### src/rtl/regfile_arb_pkg.sv
// regfile_arb_pkg
//   Shared types and constants for the register-file port arbiter.
//   NUM_REGS   : number of architectural registers cleared by the init sweep
//   state_e    : sequencer state (clear sweep / normal arbitration)
//   gnt_e      : which requester owns the register-file port this cycle
//   onehot_to_gnt : maps the {dbg, rd, wb} one-hot grant to gnt_e
package regfile_arb_pkg;

    localparam int NUM_REGS = 32;
    localparam int REG_AW   = 5;
    localparam logic [REG_AW-1:0] LAST_REG = REG_AW'(NUM_REGS - 1);

    typedef enum logic {
        ST_INIT,
        ST_RUN
    } state_e;

    typedef enum logic [1:0] {
        GNT_NONE,
        GNT_WB,
        GNT_RD,
        GNT_DBG
    } gnt_e;

    // Bit 0 = wb, bit 1 = rd, bit 2 = dbg. At most one bit is ever set.
    function automatic gnt_e onehot_to_gnt(input logic [2:0] oh);
        gnt_e g;
        g = GNT_NONE;
        if (oh[0])      g = GNT_WB;
        else if (oh[1]) g = GNT_RD;
        else if (oh[2]) g = GNT_DBG;
        return g;
    endfunction

endpackage

### src/rtl/regfile_arb_prio.sv
// regfile_arb_prio
//   Combinational three-way priority pick used by shared-resource arbiters.
//   Normal order is valid[0] > valid[1] > valid[2]; when starve is set the
//   lowest-priority requester (valid[2]) jumps to the front.
//   Ports:
//     valid  in  3 : request valids, index 0 = highest normal priority
//     starve in  1 : promote requester 2 to top priority
//     grant  out 3 : one-hot grant (all zero when nothing is valid)
module regfile_arb_prio (
    input  logic [2:0] valid,
    input  logic       starve,
    output logic [2:0] grant
);

    always_comb begin
        grant = 3'b000;
        if (starve && valid[2])
            grant = 3'b100;
        else if (valid[0])
            grant = 3'b001;
        else if (valid[1])
            grant = 3'b010;
        else if (valid[2])
            grant = 3'b100;
    end

endmodule

### src/rtl/regfile_port_arbiter.sv
// regfile_port_arbiter
//   Owns the single port of the register file. After reset it clears
//   x0..x31 with a 32-cycle write sweep, then each cycle grants the port to
//   one of core writeback (wb), core operand read (rd) or debug (dbg).
//   The port does either one write or one two-register read per cycle.
//
//   Build option: define REGFILE_ARB_DEBUG_EN to build the debug port and the
//   starvation counter. Without it the debug outputs are tied to 0, debug
//   inputs are ignored and priority is fixed at wb > rd.
//
//   Ports:
//     i_clk, i_reset                 clock, async active-high reset
//     i_wb_*, o_wb_ready             writeback request / accept
//     i_rd_*, o_rd_ready             operand read request / accept
//     o_rd_rvalid, o_rd_data_1/2     operand read response (1 cycle after grant)
//     i_dbg_*, o_dbg_ready           debug request / accept
//     o_dbg_rvalid, o_dbg_rdata      debug read response
//     o_rf_*                         register file write/read controls
//     i_rf_read_data_1/2             register file read data (registered in RF)
//     o_init_done                    clear sweep complete
module regfile_port_arbiter
    import regfile_arb_pkg::*;
#(
    parameter int XLEN         = 32,
    parameter int STARVE_LIMIT = 4
) (
    input  logic            i_clk,
    input  logic            i_reset,

    input  logic            i_wb_valid,
    input  logic [4:0]      i_wb_addr,
    input  logic [XLEN-1:0] i_wb_data,
    output logic            o_wb_ready,

    input  logic            i_rd_valid,
    input  logic [4:0]      i_rd_addr_1,
    input  logic [4:0]      i_rd_addr_2,
    output logic            o_rd_ready,
    output logic            o_rd_rvalid,
    output logic [XLEN-1:0] o_rd_data_1,
    output logic [XLEN-1:0] o_rd_data_2,

    input  logic            i_dbg_valid,
    input  logic            i_dbg_write,
    input  logic [4:0]      i_dbg_addr,
    input  logic [XLEN-1:0] i_dbg_wdata,
    output logic            o_dbg_ready,
    output logic            o_dbg_rvalid,
    output logic [XLEN-1:0] o_dbg_rdata,

    output logic            o_rf_we,
    output logic [4:0]      o_rf_write_register,
    output logic [XLEN-1:0] o_rf_write_data,
    output logic [4:0]      o_rf_read_register_1,
    output logic [4:0]      o_rf_read_register_2,
    input  logic [XLEN-1:0] i_rf_read_data_1,
    input  logic [XLEN-1:0] i_rf_read_data_2,

    output logic            o_init_done
);

    state_e          state;
    logic [4:0]      index;
    logic            init_done;

    logic            dbg_valid_g;
    logic            dbg_write_g;
    logic [4:0]      dbg_addr_g;
    logic [XLEN-1:0] dbg_wdata_g;
    logic            starve;

    logic            in_run;
    logic [2:0]      req;
    logic [2:0]      grant;
    gnt_e            gnt_sel;

    logic            rf_we_c;
    logic [4:0]      wreg_c;
    logic [XLEN-1:0] wdata_c;

    logic            rd_issue;
    logic [4:0]      raddr1_c;
    logic [4:0]      raddr2_c;
    logic [4:0]      raddr1_hold_p1;
    logic [4:0]      raddr2_hold_p1;

    logic            rd_rvalid_p1;
    logic            dbg_rvalid_p1;

`ifdef REGFILE_ARB_DEBUG_EN
    localparam logic [3:0] STARVE_MAX = 4'(STARVE_LIMIT);

    logic [3:0] starve_cnt;

    assign dbg_valid_g = i_dbg_valid;
    assign dbg_write_g = i_dbg_write;
    assign dbg_addr_g  = i_dbg_addr;
    assign dbg_wdata_g = i_dbg_wdata;
    assign starve      = (starve_cnt == STARVE_MAX);

    // Counts run-state cycles debug spent waiting; saturates so the promotion
    // holds until debug is actually served.
    always_ff @(posedge i_clk or posedge i_reset) begin
        if (i_reset) begin
            starve_cnt <= 4'd0;
        end else if (grant[2]) begin
            starve_cnt <= 4'd0;
        end else if (in_run && i_dbg_valid && (starve_cnt != STARVE_MAX)) begin
            starve_cnt <= starve_cnt + 4'd1;
        end
    end

    assign o_dbg_rdata = i_rf_read_data_1;
`else
    // Debug inputs are deliberately left unconnected in this build.
    logic unused_dbg;
    assign unused_dbg  = ^{i_dbg_valid, i_dbg_write, i_dbg_addr, i_dbg_wdata};

    assign dbg_valid_g = 1'b0;
    assign dbg_write_g = 1'b0;
    assign dbg_addr_g  = 5'd0;
    assign dbg_wdata_g = '0;
    assign starve      = 1'b0;
    assign o_dbg_rdata = '0;
`endif

    // Arbitration: nobody is served while the clear sweep owns the port.
    assign in_run = (state == ST_RUN);
    assign req    = in_run ? {dbg_valid_g, i_rd_valid, i_wb_valid} : 3'b000;

    regfile_arb_prio u_prio (
        .valid  (req),
        .starve (starve),
        .grant  (grant)
    );

    assign gnt_sel     = onehot_to_gnt(grant);
    assign o_wb_ready  = grant[0];
    assign o_rd_ready  = grant[1];
    assign o_dbg_ready = grant[2];

    // Write side: sweep writes, or the granted write. Writes to x0 are
    // accepted but never reach the array so x0 stays zero.
    always_comb begin
        rf_we_c = 1'b0;
        wreg_c  = 5'd0;
        wdata_c = '0;
        if (state == ST_INIT) begin
            rf_we_c = 1'b1;
            wreg_c  = index;
        end else begin
            case (gnt_sel)
                GNT_WB: begin
                    rf_we_c = (i_wb_addr != 5'd0);
                    wreg_c  = i_wb_addr;
                    wdata_c = i_wb_data;
                end
                GNT_DBG: begin
                    if (dbg_write_g) begin
                        rf_we_c = (dbg_addr_g != 5'd0);
                        wreg_c  = dbg_addr_g;
                        wdata_c = dbg_wdata_g;
                    end
                end
                default: ;
            endcase
        end
    end

    // The asynchronous reset only settles state on the next edge evaluation,
    // so the write enable is masked directly while reset is held.
    assign o_rf_we             = rf_we_c & ~i_reset;
    assign o_rf_write_register = wreg_c;
    assign o_rf_write_data     = wdata_c;

    // Read side: debug reads present the same address on both ports.
    assign rd_issue = grant[1] | (grant[2] & ~dbg_write_g);
    assign raddr1_c = grant[1] ? i_rd_addr_1 : dbg_addr_g;
    assign raddr2_c = grant[1] ? i_rd_addr_2 : dbg_addr_g;

    assign o_rf_read_register_1 = rd_issue ? raddr1_c : raddr1_hold_p1;
    assign o_rf_read_register_2 = rd_issue ? raddr2_c : raddr2_hold_p1;

    // ---- stage p1: remembered read address, read response valids ----
    always_ff @(posedge i_clk) begin
        if (rd_issue) begin
            raddr1_hold_p1 <= raddr1_c;
            raddr2_hold_p1 <= raddr2_c;
        end
    end

    always_ff @(posedge i_clk or posedge i_reset) begin
        if (i_reset) begin
            rd_rvalid_p1  <= 1'b0;
            dbg_rvalid_p1 <= 1'b0;
        end else begin
            rd_rvalid_p1  <= grant[1];
            dbg_rvalid_p1 <= grant[2] & ~dbg_write_g;
        end
    end

    assign o_rd_rvalid  = rd_rvalid_p1;
    assign o_dbg_rvalid = dbg_rvalid_p1;
    // The register file already registers its read data; pass it through.
    assign o_rd_data_1  = i_rf_read_data_1;
    assign o_rd_data_2  = i_rf_read_data_2;

    // Sequencer: clear sweep over all registers, then arbitrate forever.
    always_ff @(posedge i_clk or posedge i_reset) begin
        if (i_reset) begin
            state     <= ST_INIT;
            index     <= 5'd0;
            init_done <= 1'b0;
        end else begin
            case (state)
                ST_INIT: begin
                    index <= index + 5'd1;
                    if (index == LAST_REG) begin
                        state     <= ST_RUN;
                        init_done <= 1'b1;
                    end
                end
                default: state <= ST_RUN;
            endcase
        end
    end

    assign o_init_done = init_done;

endmodule

### config.mk
export PLATFORM = sky130hd
export DESIGN_NAME = regfile_port_arbiter
export DESIGN_NICKNAME = d
export VERILOG_FILES = /design/src/rtl/regfile_arb_pkg.sv /design/src/rtl/regfile_arb_prio.sv /design/src/rtl/regfile_port_arbiter.sv
export SDC_FILE = /design/constraint.sdc
export NUM_CORES = 1
export LEC_CHECK = 0
export CAP_MARGIN = 20
export CORE_AREA = 2 2 117 119
export CTS_BUF_LIST = sky130_fd_sc_hd__clkbuf_8 sky130_fd_sc_hd__clkbuf_16
export CTS_CLUSTER_SIZE = 14
export DETAILED_ROUTE_END_ITERATION = 10
export DIE_AREA = 0 0 119 121
export PLACE_DENSITY = 0.59
export REMOVE_ABC_BUFFERS = 1
export SKIP_LAST_GASP = 1
export SLEW_MARGIN = 10
export SYNTH_ARGS = -nofsm -noshare
export SYNTH_HDL_FRONTEND = slang
export SYNTH_SLANG_ARGS = --single-unit
### constraint.sdc
create_clock -name i_clk -period 1.7 [get_ports i_clk]
set_input_delay 0.255 -clock i_clk [delete_from_list [all_inputs] [get_ports i_clk]]
set_output_delay 0.255 -clock i_clk [all_outputs]
set_load 0.01 [all_outputs]
==> flow_metrics.py <==
metrics = {
    "timing": {
        "finalCritPeriodShare_pct": 110,
        "slew_viol_final": 0,
        "fin_worst_skew_ns": 0.00303,
        "post-route-min-period_ns": 1.87,
        "fmax_mhz": 535,
        "fin_tns_setup_ns": -0.502,
        "finalHoldViolations": 0,
        "rsz0062_at_grt": "yes",
        "timing.final.ws_setup_ns": -0.171,
        "finalSetupViolCount": 10,
    },
    "flow_run": {
        "cap_violations": 0,
    },
    "yosys": {
        "yosysTopAreaCellShare_pct": 43.5,
        "post-synth-top-count-cell": "buf_4",
        "synth_edf_count": 0,
        "synth_flop_cell": "dfxtp_1",
        "synth_commonest_cells": "buf_4, and3_1, mux2_2",
        "synthArstFlopShare_pct": 44.4,
        "syn_inst": 193,
        "yosysUniqueCellTypes": 21,
        "ys_warn_count": 0,
        "synthesis.area_sq_um": 1690,
        "synth_area_leader_cell": "buf_4",
        "avgSynthCellArea_sq_um": 8.76,
        "synth-seq-area-share_pct": 23.7,
        "yosys-top-cells-area": "buf_4, and3_1, dfrtp_1",
        "ys_ff_latch": 18,
    },
    "pwr": {
        "power_frac_seq_pct": 31.9,
        "switching_share_pct": 27.6,
        "p_sw_mw": 0.410,
        "p_per_area_nw_per_um2": 593,
        "irDropWorstVdd_mv": 0.335,
        "p_int_mw": 1.07,
        "clockPowerShare_pct": 32.9,
        "p_comb_share_pct": 35.3,
        "leakage_nw": 1.34,
    },
    "floorplan": {
        "row_count": 42,
        "die_area_sq_um": 14400,
        "start_util_pct": 12.9,
        "io_pins": 304,
        "core-area_sq_um": 13100,
        "die_h_microns": 121,
        "die_x_microns": 119,
    },
    "clock_tree": {
        "clockBufferDepth": 2,
        "insertion_delay_ns": 0.25,
        "cts_tree": "built",
        "root_buffer": "clkbuf_16",
        "cts_max_level": 1,
        "clock_sinks": 18,
        "cts-buffers-inserted": 3,
        "cts_hold_buf": 0,
        "cts.clk_slew.worst_paths_ns": 0.06,
    },
    "setup_path": {
        "cp_slowest_cell": "dfrtp_1",
        "cp_common_cell": "buf_12",
        "critPathArrivalTime_ns": 1.62,
        "path_max_fanout": 6,
        "end_kind": "output port",
        "crit_required_ns": 1.44,
        "crit_type": "flop to output port",
        "critical_path.startpoint_type": "flop",
        "max_stage_delay_ns": 0.40,
        "cp_cell_sequence": "nand3b_1, buf_12, buf_12, mux2_2, clkdlybuf4s15_1",
    },
    "place": {
        "post-dp-hpwl_microns": 12400,
        "post_dp_cell_area_sq_um": 2400,
        "place.gp.congestion": 0.801,
        "place_ws_ns": -0.604,
        "dp.cells": 411,
        "portBuffers": 102,
    },
    "grt": {
        "antenna_found_initial": 0,
        "overflow": 0,
        "grt_pass1_wl_microns": 17000,
        "grt_use_total_pct": 18.5,
        "grt_pass1_vias": 1499,
        "grt_max_degree": 31,
    },
    "route": {
        "drc": 0,
        "drt_first_pass_iters": 4,
        "viasPerCell": 3.54,
        "drtAntennaViolNets": 0,
        "wl_per_cell_microns": 32.9,
        "drt_iter0_markers": 64,
        "routed_wirelength_microns": 13800,
        "num_vias": 1487,
    },
    "finish": {
        "final_cell_area_sq_um": 2500,
        "nets": 401,
        "drive_gt1_share_pct": 30.3,
        "antenna_cells": 0,
        "filler_cell_count": 1465,
        "final_cells": 420,
        "area_growth_pct": 47.9,
        "utilization_pct": 19.1,
    },
    "min_path": {
        "min_path_type": "primary input to asynchronous set/reset pin",
    },
    "run_status": {
        "violations": "negative setup slack",
        "status": "finished with violations",
    },
}
## metrics by stage
step,total power [mW],hold slack (ns)
detailed placement,1.01,0.452
finish,1.48,0.315
floorplan,0.648,0.0788
global route,1.56,0.339
global placement,1.00,0.447
CTS,1.48,0.327
## worst max-delay path, delay by kind of cell, from the launching register on
family / cells / cell delay (ns)
buffers and inverters: 3 / 0.47
flip-flops: 1 / 0.40
multiplexers: 1 / 0.34
AND/OR/NAND/NOR: 1 / 0.14
## state kept, by name (all words and copies together) (netlist names)
register,count
index,5
o_rd_rvalid,1
raddr2_hold_p1,5
o_init_done,1
in_run,1
raddr1_hold_p1,5
## cells by family (layout without fill, tap and decap cells)
| kind of cell | Yosys count | after routing | share of synthesized area (%) |
|---|---|---|---|
| flops | 18 | 18 | 23.7 |
| fa+ha+maj | 2 | 2 | 1.48 |
| other cells | 1 | 34 | 0.222 |
| simple gates | 40 | 40 | 15.1 |
| buf+inv | 110 | 128 | 46.3 |
| mux | 12 | 12 | 7.99 |
| xor+xnor | 3 | 3 | 1.55 |
| compound gates | 7 | 7 | 3.70 |
## what timing repair did
action | 4_1_cts | 5_1_grt
setup endpoints to repair | 50 | 36
gates cloned | 2 | 0
buffers inserted | 3 | 1
gates resized for setup | 91 | 81
pin swaps | 4 | 6
## layout make-up
cell class / count / area (sq um) / share of cell area (%)
Inverter: 3 / 11.3 / 0.450
Tap cell: 176 / 220 / 8.80
Timing Repair Buffer: 121 / 1110 / 44.6
Clock buffer: 3 / 75.1 / 3.00
Clock inverter: 1 / 3.75 / 0.150
Multi-Input combinational cell: 98 / 676 / 27.0
Sequential cell: 18 / 400 / 16.0
## routing by layer
| layer | global-route usage [%] | wire, microns |
|---|---|---|
| met4 | 1.12 | 27 |
| met1 | 14.3 | 3680 |
| met2 | 30.8 | 6480 |
| met5 | 0 | 20 |
| met3 | 22.8 | 3610 |
## cells in the final DEF (no fill, tap or decap), drive strengths merged
cell,synthesis,final
mux2,12,12
o311a,1,1
clkdlybuf4s15,0,3
or2,1,1
buf,100,33
conb,1,34
or4,1,1
dlymetal6s2s,0,3
inv,3,4
a21o,1,1
bufbuf,0,1
ha,2,2
and3,33,33
clkbuf,7,23
a22o,5,5
dlygate4sd2,0,15
dfrtp,8,8
and2,1,1
nand3b,1,1
xnor2,3,3
dfxtp,10,10
nand4b,1,1
nand2b,2,2
clkdlybuf4s50,0,46
## final timing paths
path	startpoint	end	slack, ns	cells past startpoint
worst max register to register	index[0]$_DFFE_PP0N_	index[4]$_DFFE_PP0N_	0.23	4
min in group i_clk	o_init_done$_DFFE_PP0P_	o_init_done$_DFFE_PP0P_	0.46	1
worst max-delay path	in_run$_DFF_PP0_	o_rf_read_register_1[2]	-0.17	5
worst min-delay path	i_reset	o_init_done$_DFFE_PP0P_	0.32	3
worst min register to register	o_init_done$_DFFE_PP0P_	o_init_done$_DFFE_PP0P_	0.46	1
max in group asynchronous	i_reset	index[0]$_DFFE_PP0N_	1.25	3
## power by group through the flow
stage | logic [mW] | registers (mW) | clock network, mW
floorplan | 0.171 | 0.477 | 0
global placement | 0.525 | 0.478 | 0
detailed placement | 0.526 | 0.480 | 0
CTS | 0.504 | 0.472 | 0.501
global route | 0.563 | 0.476 | 0.523
finish | 0.523 | 0.472 | 0.487
Note: power is estimated with default switching activity, not from simulation.
